[src/rtl/uart_rx.sv]
// uart_rx: serial receiver for 8N1-style frames (start, FRAME_WIDTH data bits
// LSB first, one stop bit, idle high). Two-flop synchroniser on the line,
// mid-bit sampling, and one-cycle done / frame_err strobes.
module uart_rx #(
    parameter int unsigned CLKS_PER_BIT = 16,
    parameter int unsigned FRAME_WIDTH  = 8,
    parameter int unsigned CNT_WIDTH    = 8
) (
    input  logic                   clk,
    input  logic                   rst,
    input  logic                   rx,
    output logic [FRAME_WIDTH-1:0] data,
    output logic                   done,
    output logic                   frame_err,
    output logic                   busy
);

    localparam int unsigned IDX_WIDTH = (FRAME_WIDTH > 1) ? $clog2(FRAME_WIDTH) : 1;

    // Counter terminal values: half a bit for start validation, a full bit otherwise.
    localparam logic [CNT_WIDTH-1:0] HALF_LAST = CNT_WIDTH'(CLKS_PER_BIT / 2 - 1);
    localparam logic [CNT_WIDTH-1:0] FULL_LAST = CNT_WIDTH'(CLKS_PER_BIT - 1);
    localparam logic [IDX_WIDTH-1:0] IDX_LAST  = IDX_WIDTH'(FRAME_WIDTH - 1);

    typedef enum logic [2:0] {
        IDLE    = 3'd0,
        START   = 3'd1,
        DATA    = 3'd2,
        STOP    = 3'd3,
        RECOVER = 3'd4
    } state_t;

    state_t                 state;
    state_t                 state_nxt;
    logic [CNT_WIDTH-1:0]   cnt;
    logic [CNT_WIDTH-1:0]   cnt_nxt;
    logic [IDX_WIDTH-1:0]   bit_idx;
    logic [IDX_WIDTH-1:0]   bit_idx_nxt;
    logic [FRAME_WIDTH-1:0] shreg;
    logic [FRAME_WIDTH-1:0] shreg_nxt;
    logic [FRAME_WIDTH-1:0] data_nxt;
    logic                   done_nxt;
    logic                   frame_err_nxt;
    logic                   busy_nxt;
    logic                   s1;
    logic                   s2;

    // Two-flop synchroniser; resets to the idle (high) line level.
    always_ff @(posedge clk) begin
        if (rst) begin
            s1 <= 1'b1;
            s2 <= 1'b1;
        end else begin
            s1 <= rx;
            s2 <= s1;
        end
    end

    // State, datapath and output registers.
    always_ff @(posedge clk) begin
        if (rst) begin
            state     <= IDLE;
            cnt       <= '0;
            bit_idx   <= '0;
            shreg     <= '0;
            data      <= '0;
            done      <= 1'b0;
            frame_err <= 1'b0;
            busy      <= 1'b0;
        end else begin
            state     <= state_nxt;
            cnt       <= cnt_nxt;
            bit_idx   <= bit_idx_nxt;
            shreg     <= shreg_nxt;
            data      <= data_nxt;
            done      <= done_nxt;
            frame_err <= frame_err_nxt;
            busy      <= busy_nxt;
        end
    end

    // Next-state and next-output logic; all sampling happens at counter terminal values.
    always_comb begin
        state_nxt     = state;
        cnt_nxt       = cnt + CNT_WIDTH'(1);
        bit_idx_nxt   = bit_idx;
        shreg_nxt     = shreg;
        data_nxt      = data;
        done_nxt      = 1'b0;
        frame_err_nxt = 1'b0;

        case (state)
            IDLE: begin
                cnt_nxt = '0;
                if (!s2) begin
                    state_nxt = START;
                end
            end

            START: begin
                if (cnt == HALF_LAST) begin
                    cnt_nxt = '0;
                    if (s2) begin
                        // Line went back high before mid-start: treat as a glitch.
                        state_nxt = IDLE;
                    end else begin
                        state_nxt   = DATA;
                        bit_idx_nxt = '0;
                    end
                end
            end

            DATA: begin
                if (cnt == FULL_LAST) begin
                    cnt_nxt   = '0;
                    // Right shift: the first (LSB) bit ends up at bit 0 after the last shift.
                    shreg_nxt = FRAME_WIDTH'({s2, shreg} >> 1);
                    if (bit_idx == IDX_LAST) begin
                        state_nxt   = STOP;
                        bit_idx_nxt = '0;
                    end else begin
                        bit_idx_nxt = bit_idx + IDX_WIDTH'(1);
                    end
                end
            end

            STOP: begin
                if (cnt == FULL_LAST) begin
                    cnt_nxt = '0;
                    if (s2) begin
                        data_nxt  = shreg;
                        done_nxt  = 1'b1;
                        state_nxt = IDLE;
                    end else begin
                        frame_err_nxt = 1'b1;
                        state_nxt     = RECOVER;
                    end
                end
            end

            RECOVER: begin
                // Wait out a held-low line so a break is never seen as a new start bit.
                cnt_nxt = '0;
                if (s2) begin
                    state_nxt = IDLE;
                end
            end

            default: begin
                cnt_nxt   = '0;
                state_nxt = IDLE;
            end
        endcase

        busy_nxt = (state_nxt != IDLE);
    end

endmodule

[config.mk]
export PLATFORM = sky130hd
export DESIGN_NAME = uart_rx
export DESIGN_NICKNAME = d
export VERILOG_FILES = /design/src/rtl/uart_rx.sv
export SDC_FILE = /design/constraint.sdc
export NUM_CORES = 1
export LEC_CHECK = 0
export CORE_MARGIN = 10
export CORE_UTILIZATION = 54
export DETAILED_ROUTE_END_ITERATION = 12
export HOLD_SLACK_MARGIN = 0.1
export PLACE_DENSITY_LB_ADDON = 0.05
export SETUP_SLACK_MARGIN = 0.4
export SLEW_MARGIN = 20
export SYNTH_ARGS = -nofsm -noshare
export SYNTH_HDL_FRONTEND = slang
export SYNTH_SLANG_ARGS = --single-unit
export TNS_END_PERCENT = 50
[constraint.sdc]
create_clock -name clk -period 2.4 [get_ports clk]
set_input_delay 0.48 -clock clk [delete_from_list [all_inputs] [get_ports clk]]
set_output_delay 0.48 -clock clk [all_outputs]
set_load 0.1 [all_outputs]
==> flow_metrics.py <==
metrics = {
    "run_status": {
        "outcome": "complete, no violations",
    },
    "yosys": {
        "ys_warn_count": 0,
        "synth_cell_types": 29,
        "synth_largest_area_cell": "dfxtp_1",
        "synthFlopType": "dfxtp_1",
        "synth_area_leaders": "dfxtp_1, nand2_1, mux2i_1, nor2_1, a21oi_1",
        "ys_seq_area_frac": 0.503,
        "synth_edf_count": 0,
        "synth_nets": 162,
        "synth_common_cells": "dfxtp_1, nand2_1, nor2_1",
        "yosysMostFrequentCell": "dfxtp_1",
        "ys_ff_latch": 35,
        "syn_avg_cell_area_sq_um": 8.93,
        "synth_top_area_frac": 0.503,
        "syn_area_sq_mm": 0.00139,
        "async_flop_share": 0,
        "postSynthCellCount": 156,
    },
    "hold_path": {
        "min_path_cells": 1,
        "hp-class": "flip-flop to flip-flop",
        "min_from": "s1",
        "min_to": "s2",
    },
    "global_route": {
        "grt_pass1_wl_microns": 4460,
        "grt_antenna_before_repair": 0,
        "grt_max_degree": 24,
        "overflow": 0,
        "grt_pass1_vias": 1006,
        "grt_usage": 0.107,
    },
    "placement": {
        "place.gp.congestion": 0.746,
        "dp_hpwl_microns": 1840,
        "port_buffers": 13,
        "place_inst": 194,
    },
    "routing": {
        "drtAntennaViolNets": 0,
        "vias": 1110,
        "drtPass1Iterations": 4,
        "drt_iter0_markers": 125,
        "drc": 0,
        "vias_per_cell": 5.41,
        "wl_microns": 2700,
        "wl_per_cell_microns": 13.2,
    },
    "worst_setup_path": {
        "r2r-start": "s2",
        "r2r_slack_ns": 0.37,
        "cp_max_fo": 4,
        "worstRegToRegCells": 4,
        "r2r_end": "bit_idx[0]",
        "critPathKind": "flip-flop to flip-flop",
        "cp.required_ns": 2.66,
        "cp.arrival_ns": 2.29,
        "startpoint_type": "flip-flop",
        "endpoint_kind": "flip-flop",
    },
    "layout": {
        "nets": 182,
        "drive_gt1_frac": 0.194,
        "n_antenna_cell": 0,
        "nFillCells": 224,
        "final_cells": 205,
        "multiInputGateArea_sq_um": 671,
        "seq_area_sq_um": 712,
        "syn_to_final_growth_pct": 17.0,
    },
    "clocking": {
        "cts_sinks": 35,
        "clock_latency_ns": 0.32,
        "cts_hold_buf": 0,
        "htreeDepth": 2,
        "clk_path_buf_depth": 2,
        "cts_tree": "yes",
        "root_buffer": "clkbuf_4",
        "cts.reportedPaths.clkPinSlew_ns": 0.09,
        "numCtsBuffers": 5,
    },
    "die": {
        "fp.dieW_microns": 70.8,
        "fp.dieH_microns": 70.8,
        "row_count": 18,
        "io_pins": 14,
        "floorplan.initialDensity": 0.562,
        "die-area_sq_mm": 0.00501,
        "coreArea_sq_mm": 0.00248,
    },
    "timing": {
        "finalSetupViolations": 0,
        "slew_headroom": 0.640,
        "fin_crit_ns": 2.03,
        "max_clock_freq_ghz": 0.494,
        "final_hold_viol_count": 0,
        "finalSetupTns_ns": 0,
        "slew_violations": 0,
        "rsz0062_at_grt": "yes",
        "clock_skew_ns": 0.00327,
        "period_share": 0.844,
        "holdWs_ns": 0.420,
        "tightest_slew_ns": 0.539,
    },
    "job": {
        "maxCapViolCount": 0,
    },
    "pwr": {
        "power_density_mw_per_mm2": 549,
        "swShare": 0.219,
        "ir_drop_mv": 0.380,
        "leakage_uw": 0.000617,
        "p_sw_uw": 196,
        "internal-power_uw": 699,
        "p_seq_frac": 0.655,
        "pwr-share-comb": 0.036,
        "pwr-share-clk": 0.310,
    },
}
worst max path at each step:
stage | startpoint | endpoint | slack, ns
2_1_floorplan | cnt[7] | bit_idx[0] | 0.41
3_3_place_gp | cnt[7] | bit_idx[0] | 0.37
3_5_place_dp | cnt[7] | bit_idx[0] | 0.34
4_1_cts | s2 | bit_idx[0] | 0.41
5_1_grt | s2 | bit_idx[0] | 0.32
6_report | s2 | bit_idx[0] | 0.37
power groups by stage:
| stage | Combinational, uW | Sequential [uW] | Clock [uW] |
|---|---|---|---|
| 2_1_floorplan | 13.2 | 607 | 0 |
| 3_3_place_gp | 28.7 | 601 | 0 |
| 3_5_place_dp | 29.1 | 602 | 0 |
| 4_1_cts | 29.0 | 588 | 287 |
| 5_1_grt | 34.0 | 587 | 306 |
| 6_report | 31.9 | 586 | 277 |
placed cells by master, fill, tap and decap left out, types with 2 or more instances in the layout:
cell type / netlist / layout
dfxtp_4: 0 / 2
ha_1: 3 / 3
o21bai_1: 2 / 2
nand2_1: 24 / 24
nand3_1: 6 / 6
xnor2_1: 4 / 4
nor2b_1: 2 / 2
dfxtp_2: 0 / 3
nor2_1: 21 / 21
nand2b_1: 2 / 2
xor2_1: 3 / 3
and3_1: 2 / 2
clkdlybuf4s50_1: 0 / 2
clkbuf_4: 0 / 5
or2_2: 3 / 3
o21ai_0: 4 / 4
mux2i_1: 8 / 8
dfxtp_1: 35 / 30
inv_1: 2 / 2
a21oi_1: 12 / 11
o31a_1: 2 / 2
buf_4: 0 / 17
nor3_1: 3 / 3
routing by layer:
metal | vias up | global-route usage | share of wire
li1 | 568 | - | -
met3 | 6 | 0.0363 | 0.046
met5 | - | 0 | 0
met4 | 0 | 0.0581 | 0.022
met1 | 514 | 0.113 | 0.45
met2 | 22 | 0.182 | 0.48
metrics by stage:
step / area, sq um / setup WS, ns / util / power [uW]
after floorplan: 1400 / 0.414 / - / 620
after CTS: 1570 / 0.410 / 0.635 / 905
after global placement: 1520 / 0.374 / 0.615 / 630
after detailed placement: 1520 / 0.336 / 0.615 / 631
final: 1630 / 0.374 / 0.658 / 895
after global routing: 1630 / 0.322 / 0.658 / 927
cells by family after synthesis:
kind of cell,synth area share
buffers and inverters,0.0279
XOR/XNOR,0.0440
adder cells (fa/ha/maj),0.0270
multiplexers,0.0575
flip-flops,0.503
AO/OA/AOI/OAI,0.101
AND/OR/NAND/NOR,0.240
flip-flops by register name (all words and copies together), names as in the netlist:
name       cells
bit_idx        3
busy           1
cnt            8
data           8
done           1
frame_err      1
s1             1
s2             1
shreg          8
state          3
critical path, stage by stage, from the launching register on:
cell and delay [ns]:
dfxtp_4 0.36, or4b_1 0.52, a2111o_1 0.46, or4b_4 0.49, a21oi_2 0.13
timing repair:
action,in CTS,in global routing
setup endpoints to repair,1,2
resized for setup,5,4
setup buffers,0,5
pin swaps,1,1
layout make-up:
cell class / instances / area share
flip-flops and latches: 35 / 0.437
inverters: 2 / 0.00461
well taps: 30 / 0.0230
clock buffers: 6 / 0.0253
repair buffers: 20 / 0.0983
multi-input cells: 112 / 0.412
Power figures use the tool's default switching activity.
==> edit (same flow settings) <==
Make the reset (`rst`) asynchronous in 2 clocked blocks. Comments in the files are not updated.
--- a/src/rtl/uart_rx.sv
+++ b/src/rtl/uart_rx.sv
@@ -48,3 +48,3 @@
     // Two-flop synchroniser; resets to the idle (high) line level.
-    always_ff @(posedge clk) begin
+    always_ff @(posedge clk or posedge rst) begin
         if (rst) begin
@@ -59,3 +59,3 @@
     // State, datapath and output registers.
-    always_ff @(posedge clk) begin
+    always_ff @(posedge clk or posedge rst) begin
         if (rst) begin
Behaviour: differs if rst is asserted again (counterexample within 4 cycles, from zero or initial values and one cycle with rst high); with rst held inactive, the same outputs for 10 cycles.
==> edit against the original RTL <==
  * Synthesized cell count decreased by 21%
  * Cell area increased by 8.8%
  * Synthesized area increased by 9.6%
  * First-iteration DRC count decreased by 63%
  * Sequential share of layout area increased by 5.8 points
  * Routed wire length increased by 2.3%
  * Sequential cell count unchanged
  * Non-clock buffer count unchanged
  * Worst setup slack got worse by 160 ps
Power is not compared: it rests on default switching activity, and its combinational part moved more than twofold at a synthesized area within 25%.
==> edit: results (changes against the original RTL) <==
Gr usage total: 0.114 (was 0.107)
FF-to-FF Start: cnt[7] (was s2)
Reg2reg end: data[4] (was bit_idx[0])
Synth cell types: 30 (was 29)
Hold Path Cell Cnt: 0 (was 1)
Worst-path fanout max: 5 (was 4)
Drt first pass iters: 3 (was 4)
Crit path arrival time: 2410 ps (was 2290 ps)
Via count: 971 (was 1,110)
Hpwl dp: 1.94 mm (was 1.84 mm)
Primary FF master, synth: dfrtp_1 (was dfxtp_1)
Post-cts resize count: 3 (was 5)
Avg Inst Size Synth: 12.4 um^2 (was 8.93 um^2)
FFs w/ async S/R, synth: 1.00 (was 0)
Share of cells above drive strength 1: 0.331 (was 0.194)
Met2 Wirelength: 1.28 mm (was 1.30 mm)
GP Congestion: 0.867 (was 0.746)
Rel. slew slack: 0.709 (was 0.640)
Status: complete, no violations (unchanged)
Post-DR wirelength/cell: 15.4 um (was 13.2 um)
Max incr delay on CP: 540 ps (was 520 ps)
List of most frequent post-synthesis cells: 33 x dfrtp_1, 13 x nor2_1 (was 35 x dfxtp_1, 24 x nand2_1, 21 x nor2_1, 12 x a21oi_1, 8 x mux2i_1)
Hold endpoint: s2 (unchanged)
CP max-delay cell: or4_4 (was or4b_1)
Met1 Wirelength: 1.26 mm (was 1.22 mm)
Pre-CTS WS: 28.2 ps (was 336 ps)
Fin Hold WS: 366 ps (was 420 ps)
Vias in the first global route: 1,014 (was 1,006)
Final period utilization: 0.909 (was 0.844)
DRT iter0 DRCs: 46 (was 125)
Post-synthesis sequential area ratio: 0.575 (was 0.503)
## edit: cell count changes after synthesis, sizes merged, moves of 8 or more
cell   delta
nand2    -16
nor2      -8
a21oi     -9
mux2     +16
dfrtp    +33
dfxtp    -35
## edit: power groups by stage
stage	Sequential (mW)	Combinational, mW	Clock (mW)
detailed placement	0.757	0.340	0
global route	0.764	0.388	0.351
global placement	0.758	0.329	0
CTS	0.747	0.340	0.329
floorplan	0.759	0.256	0
finish	0.751	0.341	0.316
## edit: logic make-up after synthesis
kind of cell	share of synthesized area
muxes	0.151
AOI/OAI and AO/OA	0.0434
and+or+nand+nor	0.131
xor gates and xnor gates	0.0402
DFF	0.575
adders and majority gates	0.0246
buffers and inverters	0.0344
## edit: final cells by class
cell class	count	area, um^2
clock buffer	6	41.3
clock inverter	2	12.5
fill	227	961
inverter	8	30.0
multi-input combinational	77	617
sequential	35	878
tap	31	38.8
timing repair buffer	20	155
